File: config.mk
export PLATFORM = sky130hd
export DESIGN_NAME = ray_dir_reciprocal
export DESIGN_NICKNAME = d
export VERILOG_FILES = /design/src/rtl/ray_dir_reciprocal_pkg.sv /design/src/rtl/recip_div_lane.sv /design/src/rtl/ray_dir_reciprocal.sv
export SDC_FILE = /design/constraint.sdc
export NUM_CORES = 1
export LEC_CHECK = 0
export CAP_MARGIN = 30
export CORE_MARGIN = 2
export CORE_UTILIZATION = 40
export CTS_CLUSTER_SIZE = 8
export DETAILED_ROUTE_END_ITERATION = 16
export PLACE_DENSITY = 0.59
export SLEW_MARGIN = 20
export SYNTH_ARGS = -nofsm -noshare
export SYNTH_HDL_FRONTEND = slang
export SYNTH_SLANG_ARGS = --single-unit
File: constraint.sdc
create_clock -name clk -period 26.2 [get_ports clk]
set_input_delay 5.24 -clock clk [delete_from_list [all_inputs] [get_ports clk]]
set_output_delay 5.24 -clock clk [all_outputs]
set_load 0.02 [all_outputs]
File: src/rtl/ray_dir_reciprocal_pkg.sv
// Shared types and constants for the ray-direction reciprocal precompute stage.
package ray_dir_reciprocal_pkg;

   localparam int FRAC_BITS     = 14;
   localparam int INV_FRAC_BITS = 18;
   localparam int VEC_W         = 28;
   localparam int INV_W         = 36;

   // Dividend is 2^(FRAC_BITS+INV_FRAC_BITS); one quotient bit per dividend bit.
   localparam int N_ITER_TRUNC  = FRAC_BITS + INV_FRAC_BITS + 1;
   localparam int N_ITER_ROUND  = N_ITER_TRUNC + 1;

`ifdef RECIP_ROUND_EN
   localparam int N_ITER        = N_ITER_ROUND;
`else
   localparam int N_ITER        = N_ITER_TRUNC;
`endif

   localparam int CNT_W         = $clog2(N_ITER_ROUND);

   typedef struct packed {
      logic signed [VEC_W-1:0] x;
      logic signed [VEC_W-1:0] y;
      logic signed [VEC_W-1:0] z;
   } vec3;

   typedef struct packed {
      logic signed [INV_W-1:0] x;
      logic signed [INV_W-1:0] y;
      logic signed [INV_W-1:0] z;
   } vec3_18_18;

   typedef enum logic [1:0] {
      IDLE = 2'd0,
      DIV  = 2'd1,
      DONE = 2'd2
   } state_t;

endpackage

File: src/rtl/recip_div_lane.sv
// One lane of an unsigned restoring divider computing 2^k / divisor, MSB first.
module recip_div_lane
   import ray_dir_reciprocal_pkg::*;
#(
   parameter int QW = N_ITER_TRUNC
) (
   input  logic             clk,
   input  logic             start_i,
   input  logic             en_i,
   input  logic [VEC_W-1:0] div_i,
   output logic [QW-1:0]    quot_o,
   output logic [VEC_W-1:0] rem_o
);

   logic [VEC_W-1:0] rem_q, rem_d;
   logic [QW-1:0]    quot_q, quot_d;
   logic [VEC_W:0]   shifted;
   logic             take;

   // The dividend is a single leading one followed by zeros, so the start step
   // shifts a 1 into an empty remainder and every later step shifts in a 0.
   always_comb begin
      shifted = start_i ? (VEC_W+1)'(1) : {rem_q, 1'b0};
      take    = (shifted >= {1'b0, div_i});
      rem_d   = rem_q;
      quot_d  = quot_q;
      if (start_i || en_i) begin
         rem_d  = take ? VEC_W'(shifted - {1'b0, div_i}) : VEC_W'(shifted);
         quot_d = start_i ? QW'(take) : {quot_q[QW-2:0], take};
      end
   end

   always_ff @(posedge clk) begin
      rem_q  <= rem_d;
      quot_q <= quot_d;
   end

   assign quot_o = quot_q;
   assign rem_o  = rem_q;

endmodule

File: src/rtl/ray_dir_reciprocal.sv
// Per-axis reciprocal of a ray direction (Q13.14 -> Q17.18) with zero flags.
// Define RECIP_ROUND_EN for round-half-up (one extra quotient bit); default truncates.
module ray_dir_reciprocal
   import ray_dir_reciprocal_pkg::*;
(
   input  logic       clk,
   input  logic       rst_n,
   input  logic       in_valid,
   output logic       in_ready,
   input  vec3        in_ray_orig,
   input  vec3        in_ray_dir,
   output logic       out_valid,
   input  logic       out_ready,
   output vec3        out_ray_orig,
   output vec3_18_18  out_inv_ray_dir,
   output logic [2:0] out_div_by_zero
);

   state_t                  state_q, state_d;
   logic [CNT_W-1:0]        cnt_q, cnt_d;
   logic                    accept, iter_en, load_out;

   logic signed [VEC_W-1:0] dir_c    [3];
   logic [VEC_W-1:0]        mag_c    [3];
   logic [VEC_W-1:0]        mag_q    [3];
   logic [VEC_W-1:0]        lane_div [3];
   logic [N_ITER-1:0]       quot     [3];
   logic [VEC_W-1:0]        rem_unused [3];
   logic signed [INV_W-1:0] inv_c    [3];
   logic [2:0]              sign_q, dbz_q;
   vec3                     orig_q;

   vec3                     out_orig_q;
   vec3_18_18               out_inv_q;
   logic [2:0]              out_dbz_q;

   function automatic logic [VEC_W-1:0] abs_mag(input logic signed [VEC_W-1:0] d);
      return d[VEC_W-1] ? $unsigned(-d) : $unsigned(d);
   endfunction

   function automatic logic [INV_W-1:0] quot_to_mag(input logic [N_ITER-1:0] q);
`ifdef RECIP_ROUND_EN
      // q carries one extra fractional bit; adding half an LSB then dropping it rounds half up.
      return ({{(INV_W-N_ITER){1'b0}}, q} + INV_W'(1)) >> 1;
`else
      return {{(INV_W-N_ITER){1'b0}}, q};
`endif
   endfunction

   function automatic logic signed [INV_W-1:0] apply_sign(input logic [INV_W-1:0] m,
                                                           input logic neg);
      return neg ? -$signed(m) : $signed(m);
   endfunction

   always_comb begin
      state_d  = state_q;
      cnt_d    = cnt_q;
      accept   = 1'b0;
      iter_en  = 1'b0;
      load_out = 1'b0;
      case (state_q)
         IDLE: begin
            if (in_valid) begin
               accept  = 1'b1;
               state_d = DIV;
               cnt_d   = '0;
            end
         end
         DIV: begin
            // The first quotient bit is produced on the accept edge, so the last
            // counter value is spent capturing the finished quotient.
            if (cnt_q == CNT_W'(N_ITER-1)) begin
               load_out = 1'b1;
               state_d  = DONE;
               cnt_d    = '0;
            end else begin
               iter_en = 1'b1;
               cnt_d   = cnt_q + CNT_W'(1);
            end
         end
         DONE: begin
            if (out_ready) state_d = IDLE;
         end
         default: state_d = IDLE;
      endcase
   end

   always_comb begin
      dir_c[0] = in_ray_dir.x;
      dir_c[1] = in_ray_dir.y;
      dir_c[2] = in_ray_dir.z;
      for (int i = 0; i < 3; i++) begin
         mag_c[i]    = (dir_c[i] == '0) ? VEC_W'(1) : abs_mag(dir_c[i]);
         lane_div[i] = accept ? mag_c[i] : mag_q[i];
      end
   end

   always_comb begin
      for (int i = 0; i < 3; i++) begin
         inv_c[i] = dbz_q[i] ? '0 : apply_sign(quot_to_mag(quot[i]), sign_q[i]);
      end
   end

   for (genvar g = 0; g < 3; g++) begin : g_lane
      recip_div_lane #(
         .QW      (N_ITER)
      ) u_lane (
         .clk     (clk),
         .start_i (accept),
         .en_i    (iter_en),
         .div_i   (lane_div[g]),
         .quot_o  (quot[g]),
         .rem_o   (rem_unused[g])
      );
   end

   always_ff @(posedge clk) begin
      if (accept) begin
         orig_q <= in_ray_orig;
         for (int i = 0; i < 3; i++) begin
            mag_q[i]  <= mag_c[i];
            sign_q[i] <= dir_c[i][VEC_W-1];
            dbz_q[i]  <= (dir_c[i] == '0);
         end
      end
   end

   always_ff @(posedge clk or negedge rst_n) begin
      if (!rst_n) begin
         state_q    <= IDLE;
         cnt_q      <= '0;
         out_orig_q <= '0;
         out_inv_q  <= '0;
         out_dbz_q  <= '0;
      end else begin
         state_q <= state_d;
         cnt_q   <= cnt_d;
         if (load_out) begin
            out_orig_q  <= orig_q;
            out_inv_q.x <= inv_c[0];
            out_inv_q.y <= inv_c[1];
            out_inv_q.z <= inv_c[2];
            out_dbz_q   <= dbz_q;
         end
      end
   end

   assign in_ready        = (state_q == IDLE);
   assign out_valid       = (state_q == DONE);
   assign out_ray_orig    = out_orig_q;
   assign out_inv_ray_dir = out_inv_q;
   assign out_div_by_zero = out_dbz_q;

endmodule

---- After elaboration in Yosys (flattened, before gate mapping) ----
Memories as Yosys holds them, arrays and structs flattened.
Index checks and enable logic that the tools add are counted.
word-level totals
  bits in registers ....................... 476
  RAM bits ................................ 84
  bits of input ports ..................... 172
  word-level logic and storage cells ...... 87
  memories kept ........................... 1
memories
  name   depth  width  read ports  clocked after memory_dff  wr ports  RTL line                  text
  mag_q  3      28     3           0                         3         ray_dir_reciprocal.sv:25  logic [VEC_W-1:0] mag_q [3];
cells by class
  add/subtract/negate cells ............... 10
  order comparisons ....................... 3
  eq/ne operators ......................... 6
  mux-type cells .......................... 36
  reductions and logical operators ........ 8
operators with widths
  cell                 count
  $mux 28              12
  $mux 36              6
  $neg 33->36          3
  $ge 29x28->1         3
  $mux 29              3
  $logic_not 28->1     3
  $neg 28->28          3
  $sub 28x28->28       3
  $mux 6               2
  $pmux 6 s2           1
  $mux 1               8
  $add 6x1->6 const B  1
  $eq 6x6->1 const B   1
  $mux 2               3
  $pmux 2 s3           1
  $ne 2x2->1 const B   2
  $reduce_and 3->1     1
  $eq 2x1->1 const B   1
  $eq 2x2->1 const B   1
  $logic_not 2->1      1
  $ne 2x1->1 const B   1
  $reduce_and 2->1     1
  $reduce_bool 2->1    1
  $logic_or 1x1->1     1

---- Longest topological paths before layout ----
Gate-level depths: netlist of the first run.
  depth in word-level cells ............... 6
  gate-level depth with buffers ........... 21

---- Modules after synthesis ----
Synthesis of the first run repeated with hierarchy kept, for this count alone.
second synthesis, totals
  cell total of the unflattened synthesis .. 2790
  area total of the unflattened synthesis .. 30992.2 µm²
by module, submodules not included
  module              instances  cells an instance  area each (µm²)  sequential area each (µm²)
  ray_dir_reciprocal  1          1458               17768.3          10304.9
  recip_div_lane      3          444                4408.0           1831.8

---- Least setup slack after synthesis of the first run ----
No wires, ideal clock.
  path kind ............................... register to register
  start ................................... register cnt_q[0]
  end ..................................... register g_lane[0].u_lane.quot_q[0] (enable)
  library setup time ...................... 0.979 ns
  arrival time ............................ 13.541 ns
  slack ................................... 11.680 ns
  cell stages (with the launch flop) ...... 6
  path buffers ............................ 0
  period minus slack after synthesis ...... 14.520 ns
  cell sequence ........................... dfrtp_1 -> inv_1 -> ha_1 -> nand2_1 -> nor4_1 -> o21ai_0
between the ends
  longest elaborated chain between the ends .. 4
ends and longest elaborated chain
  what                    RTL line                   text
  from (decl)             ray_dir_reciprocal.sv:20   logic [CNT_W-1:0] cnt_q, cnt_d;
  from (signal assigned)  ray_dir_reciprocal.sv:137  cnt_q <= cnt_d;
  $eq 6x6->1              ray_dir_reciprocal.sv:72   if (cnt_q == CNT_W'(N_ITER-1)) begin
  $mux 1                  ray_dir_reciprocal.sv:72
  $mux 1                  ray_dir_reciprocal.sv:61   case (state_q)
  $logic_or 1x1->1        recip_div_lane.sv:27       if (start_i || en_i) begin
  to (signal assigned)    recip_div_lane.sv:35       quot_q <= quot_d;
  to (decl)               recip_div_lane.sv:16       logic [QW-1:0] quot_q, quot_d;
Every way passes these cells.
A chain may end at the register's enable or synchronous reset.

---- Worst setup path after layout of the first run ----
  start ................................... input port in_valid
  end ..................................... register g_lane[1].u_lane.rem_q[11] (data pin)
between the ends
  longest elaborated chain between the ends .. 5
ends and longest elaborated chain
  what                                                   RTL line                                        text
  from (decl)                                            ray_dir_reciprocal.sv:8                         input logic in_valid,
  $mux 1 *                                               ray_dir_reciprocal.sv:63                        if (in_valid) begin
  $mux 1 *                                               ray_dir_reciprocal.sv:61
  $mux 29 / $mux 28 (equally long branches)              recip_div_lane.sv:23, ray_dir_reciprocal.sv:94
  $sub 28x28->28 / $ge 29x28->1 (equally long branches)  recip_div_lane.sv:28, recip_div_lane.sv:24
  $mux 28 *                                              recip_div_lane.sv:28                            rem_d = take ? VEC_W'(shifted - {1'b0, div_i}) : VEC_W'(shifted);
  to (signal assigned)                                   recip_div_lane.sv:34                            rem_q <= rem_d;
  to (decl)                                              recip_div_lane.sv:15                            logic [VEC_W-1:0] rem_q, rem_d;
Mark *: on every way between the ends. The rest lies on a longest branch, timed or not.

==> results of run 1 <==
cell families after synthesis:
kind of cell / after synthesis / synth area share, %
XOR/XNOR: 232 / 6.944
adder cells (fa/ha/maj): 95 / 4.139
buffers and inverters: 167 / 2.309
flip-flops: 560 / 54.00
AND/OR/NAND/NOR: 751 / 13.35
multiplexers: 187 / 6.855
AO/OA/AOI/OAI: 569 / 12.41
critical path, cell delays in order:
cell and delay, ns:
clkdlybuf4s50_1 0.46, or3b_4 0.62, inv_8 0.53, buf_4 0.73, buf_4 0.71, mux2i_1 0.19, ha_1 0.40, nand4_1 0.14
a2111oi_0 0.33, a211oi_1 0.16, nor3b_1 0.42, o21ai_1 0.26, a211oi_4 0.55, nor2_4 0.11, inv_6 0.27, mux2_2 0.37
cells in the final DEF, fill, tap and decap left out, types with 12 or more instances in the layout:
cell | Yosys | layout
clkdlybuf4s50_1 | 0 | 367
edfxtp_1 | 357 | 357
nand2_1 | 244 | 243
dfrtp_1 | 203 | 203
o21ai_0 | 202 | 201
and2_1 | 173 | 173
xnor2_1 | 119 | 119
xor2_1 | 113 | 113
a21oi_1 | 103 | 103
mux2_2 | 99 | 99
ha_1 | 92 | 92
mux2i_1 | 86 | 86
nor2_1 | 82 | 82
clkbuf_16 | 0 | 81
o31ai_1 | 72 | 72
inv_1 | 62 | 62
clkbuf_1 | 90 | 48
a21o_1 | 45 | 45
nor3_1 | 43 | 43
nand3_1 | 36 | 36
o41ai_1 | 28 | 28
or4_1 | 27 | 27
nand2b_1 | 21 | 21
nand4_1 | 21 | 21
or3_1 | 20 | 20
o21a_1 | 19 | 19
buf_4 | 3 | 19
or2_2 | 17 | 17
nor4_1 | 17 | 17
nor2b_1 | 14 | 14
o21bai_1 | 12 | 12
metal layers:
metal  global-route usage [%]  part of all wire [%]
met5                        0                     0
met4                    5.420                   2.3
met3                    3.013                   3.9
met2                    32.36                    49
met1                    24.81                    44
flip-flops by register name, indices dropped and copies added (netlist names):
signal and count:
cnt_q 6, out_ray_orig 84, g_lane.u_lane.quot_o 99, state_q 2, dbz_q 3, orig_q 84, mag_q 84, g_lane.u_lane.rem_o 84
sign_q 3, out_inv_ray_dir 108, out_div_by_zero 3
cell type report:
cell class	instances	area, µm²
Antenna cell	2	5.005
Multi-Input combinational cell	1834	12830
Fill cell	6352	36260
Inverter	64	252.7
Clock buffer	130	2221
Tap cell	959	1200
Sequential cell	560	15800
Clock inverter	9	200.2
Timing Repair Buffer	394	3946
worst min-delay path by stage:
| stage | start | to | slack [ns] | cells past startpoint |
|---|---|---|---|---|
| 6_report | orig_q[64]$_DFFE_PP_ | out_ray_orig[64]$_DFFE_PN0P_ | 0.46 | 1 |
| 5_1_grt | orig_q[27]$_DFFE_PP_ | out_ray_orig[27]$_DFFE_PN0P_ | 0.48 | 1 |
| 4_1_cts | orig_q[64]$_DFFE_PP_ | out_ray_orig[64]$_DFFE_PN0P_ | 0.46 | 1 |
| 3_5_place_dp | orig_q[50]$_DFFE_PP_ | out_ray_orig[50]$_DFFE_PN0P_ | 0.46 | 1 |
| 3_3_place_gp | out_inv_ray_dir[105]$_DFFE_PN0P_ | out_inv_ray_dir[105]$_DFFE_PN0P_ | 0.46 | 1 |
| 2_1_floorplan | orig_q[1]$_DFFE_PP_ | out_ray_orig[1]$_DFFE_PN0P_ | 0.46 | 1 |
power breakdown:
part / switching (mW) / internal (mW) / leakage, nW
Clock: 0.398 / 0.584 / 1.14
Sequential: 0.165 / 1.33 / 6.28
Combinational: 1.02 / 0.799 / 6.70
through the flow:
stage                     instance area (µm²)  hold WS [ns]  util, %  power [mW]  setup slack, ns
after floorplan                         29260        0.4555        -       2.842            11.68
after global routing                    36450        0.4791    50.13       4.600            14.51
after global placement                  33910        0.4575    46.64       3.289            13.88
after CTS                               36360        0.4644    50.00       4.337            14.48
final                                   36450        0.4632    50.13       4.297            14.93
after detailed placement                33940        0.4626    46.67       3.329            13.85
==> run metrics, run 1 <==
RSZ-0062 raised after global routing no; clock root cell clkbuf_16; Die Span X 274.5 µm; num rows 99; Worst Path Arrival 11.63 ns; routed vias 20,928; per-cell routed wire length 18.41 µm; Inst Count DP 3,805; router iterations before antenna repair 5; Mean Syn Cell Area 11.43 µm²; Setup Skew 0.03440 ns; register bit total from synthesis 560; Worst Path Required 26.56 ns; asr flop ratio synth 36.25%; max_slew headroom 36.87%; RePlAce Congestion 0.8446; Power Density 117.9 nW/µm²; first-iteration detailed-routing DRC count 1,393; die area 75,330 µm²; post-synthesis sequential area ratio 54.00%; initial core utilization 40.24%; Max Root-Sink Buffers 3; WS Path Type input port to flip-flop; Tightest Pin Transition 0.9231 ns; grt total ovfl 0; critical path fanouts, max 78; crit path time final 11.27 ns; FF-to-FF End g_lane[1].u_lane.rem_o[11]$_DFFE_PP_; leakage power 14.12 nW; Setup TNS Final 0 ns; post-synth top area share 36.64%; TritonCTS Buffers 81; vias in the first global route 20,890; synth cell count leaders edfxtp_1, nand2_1, dfrtp_1; Worst setup SP type input port; initial antenna violation count 1; Clock transition at path regs 0.05 ns; Final Setup Violations 0; min-delay worst type flip-flop to flip-flop; maximum vdd drop 0.05791 mV; Max Cap Violations 0; I/O pins 369; share of post-route cells with drive strength above 1 9.127%; drt via density 5.296; count leader, synth edfxtp_1; H-tree Lvls 3; Area contributors post-synth edfxtp_1, dfrtp_1, ha_1; R2R cell count 15; fin cells 3,952; Post-synth top flop edfxtp_1; CTS tree yes; Max Slew Vio Count 0; number of remaining DRC errors 0; ANT nets after route 0; core area 72,710 µm²; R2R setup slack 19.50 ns; crit end category flip-flop; RR Startpoint state_q[0]$_DFFE_PN0P_; routed wire length 72,760 µm; library cells used by synthesis 75; chip height 274.5 µm; CTS sink cnt 560; global-route wire length before repair 114,600 µm; status completed; crit path from in_valid; cts hold-fix bufs 0; number of synthesis warnings 0; All-Layer GR Usage 18.94%; Gates resized, CTS repair 0; nets 3,202; Post-CTS Setup Repair Bufs 0; largest net degree at the start of global routing 79; Synth Net Count 2,828; number of flops mapped to enable cells by yosys 357; fin crit share 43.01%; Synth area leader edfxtp_1; f_max 88.74 MHz; synthesized cell area 29,260 µm²; Area Growth Syn to Fin 24.58%; post-detail-place hpwl 51,680 µm; input/output buffers 368; cell count after synthesis 2,561; Hold Violations, Final 0; Critical Path Sink g_lane[1].u_lane.rem_o[11]$_DFFE_PP_; clk_lat worst skew 0.64 ns
Power figures use the tool's default switching activity.
==> inputs of run 2 (changes only) <==
clock period = 11.3 ns   (was 26.2 ns; I/O delays follow)
==> run metrics, run 2 (synthesis results as in run 1) <==
initial core utilization 40.24% (unchanged); num rows 99 (unchanged); Clock transition at path regs 0.05 ns (about the same); CTS tree yes; R2R cell count 14 (-1); Switching Share 36.92% (about the same); part of the power in registers 34.7% (about the same); core area 72,710 µm² (unchanged); router iterations before antenna repair 6 (+1); Pint 6.291 mW (+130%); critical path fanouts, max 26 (-67%); switching power 3.683 mW (+130%); initial antenna violation count 0 (-1); chip height 274.5 µm (unchanged); Final Setup Violations 0 (unchanged); # diodes 0 (-2); Gates resized, CTS repair 0 (unchanged); commonest cells after routing, fill and taps aside clkdlybuf4s50_1, edfxtp_1, nand2_1; H-tree Lvls 3 (unchanged); Largest register FFs 108 (unchanged); fill count 6,424 (+1.1%); Max Cap Violations 0 (unchanged); CP cell instances clkdlybuf4s50_1 > or4_4 > or4_4 > or4_4 > nor4_4 > or2_2 > o21a_1 > ha_1 > nor3b_1 > a2111oi_0 > a211oi_1 > nor3b_1 > o21ai_1 > a211oi_4 > nor2_4 > inv_6 > mux2_2; crit path from in_ray_dir[34]; routed wire length 71,890 µm (-1.2%); leakage power 14.14 nW (+0.15%); Power Density 273.4 nW/µm² (+130%); Final Core Density 50.18% (about the same); clock network power share 22.8% (about the same); global-route wire length before repair 114,300 µm (-0.21%); I/O pins 369 (unchanged); drt via density 5.251 (-0.83%); combinational power share 42.5% (about the same); hold wc startpoint orig_q[66]$_DFFE_PP_; ANT nets after route 0 (unchanged); die area 75,330 µm² (unchanged); R2R setup slack 5.62 ns (-13.88 ns); WS Path Type input port to flip-flop; crit path time final 7.791 ns; Crit path largest cell delay 0.89 ns (+0.16 ns); first-iteration detailed-routing DRC count 1,210 (-13%); share of post-route cells with drive strength above 1 8.951% (-0.18 points); grt total ovfl 0 (unchanged); routed vias 20,759 (-0.81%); Placement Setup Slack 2.891 ns (-10.96 ns); Setup TNS Final 0 ns (unchanged); vias in the first global route 20,655 (-1.1%); clock root cell clkbuf_16; crit end category flip-flop; Post-CTS Setup Repair Bufs 0 (unchanged); overall power 9.973 mW (+130%); max_slew headroom 31.63% (-5.2 points); status completed; Worst setup SP type input port; number of remaining DRC errors 0 (unchanged); maximum vdd drop 0.1381 mV (+140%); Worst Path Arrival 8.12 ns (-3.51 ns); per-cell routed wire length 18.19 µm (-1.2%); Final WS setup 3.509 ns (-11.42 ns); most frequent cell on the critical path or4_4; TritonCTS Buffers 80 (-1.2%); Max Slew Vio Count 0 (unchanged); largest net degree at the start of global routing 186 (+140%); CP max-delay cell a211oi_4; most common cell after layout, fill and taps aside clkdlybuf4s50_1; RR Startpoint state_q[0]$_DFFE_PN0P_; CTS sink cnt 560 (unchanged); All-Layer GR Usage 18.91% (-0.038 points); f_max 128.4 MHz; cts hold-fix bufs 0 (unchanged); RePlAce Congestion 0.8271 (-2.1%); nets 3,200 (-0.062%); Die Span X 274.5 µm (unchanged); fin crit share 68.95%; Max Root-Sink Buffers 3 (unchanged); Min-Delay Path Depth 1 (unchanged); clk_lat worst skew 0.63 ns (about the same); input/output buffers 368 (unchanged); Area Growth Syn to Fin 24.69% (about the same); Setup Skew 0.05248 ns (+0.01808 ns); post-detail-place hpwl 50,400 µm (-2.5%); min-delay worst type flip-flop to flip-flop; RSZ-0062 raised after global routing no; Worst Path Required 11.63 ns (-14.93 ns); Tightest Pin Transition 1.026 ns (+0.1025 ns); Hold Violations, Final 0 (unchanged)
## run 2: changes by cell type in the layout (fill, tap and decap cells not counted), sizes merged
| cell | delta |
|---|---|
| buf | -1 |
| inv | +1 |
| dlymetal6s2s | +1 |
| clkbuf | +5 |
| clkinv | -3 |
| diode | -2 |
## run 2: cell type report
cell class	instances	area (µm²)	area share, %
clock buffer	136	2222	6.091
timing repair buffer	393	3991	10.94
multi-input combinational	1834	12830	35.16
tap	959	1200	3.289
sequential	560	15800	43.31
clock inverter	7	190.2	0.5213
inverter	64	252.7	0.6928
## run 2: path summary, 6_finish.rpt
check,end
min reg2reg,out_ray_orig[66]$_DFFE_PN0P_
min,out_ray_orig[66]$_DFFE_PN0P_
min in group asynchronous,out_inv_ray_dir[24]$_DFFE_PN0P_
max in group asynchronous,out_inv_ray_dir[55]$_DFFE_PN0P_
max,g_lane[1].u_lane.rem_o[4]$_DFFE_PP_
max reg2reg,g_lane[0].u_lane.rem_o[27]$_DFFE_PP_
## run 2: power by group through the flow
stage	sequential, mW	combinational [mW]	clock [mW]
after floorplan	3.70	2.84	0
after global placement	3.47	4.16	0
after detailed placement	3.49	4.24	0
after CTS	3.46	4.26	2.35
after global routing	3.55	4.73	2.43
final	3.46	4.24	2.28
## run 2: per-layer routing
metal	track usage, %	routed length [µm]	up-vias
met4	5.478	1490	0
met2	31.88	35500	390
met5	0	0	-
met1	25.40	32160	10140
met3	2.522	2739	96
li1	-	-	10133
## run 2: worst max-delay path, delay by kind of cell
family          cells  cell delay (ns)
mux                 1             0.37
simple gates        8             2.65
compound gates      5             1.87
buf+inv             2             0.78
fa+ha+maj           1             0.19
## run 2: stage by stage
step / std cells / hold slack, ns / area [µm²]
after floorplan: 2561 / 0.4555 / 29260
after global placement: 3802 / 0.4576 / 33920
after detailed placement: 3804 / 0.4643 / 33960
after CTS: 3947 / 0.4727 / 36370
after global routing: 3953 / 0.4814 / 36480
final: 3953 / 0.4696 / 36480
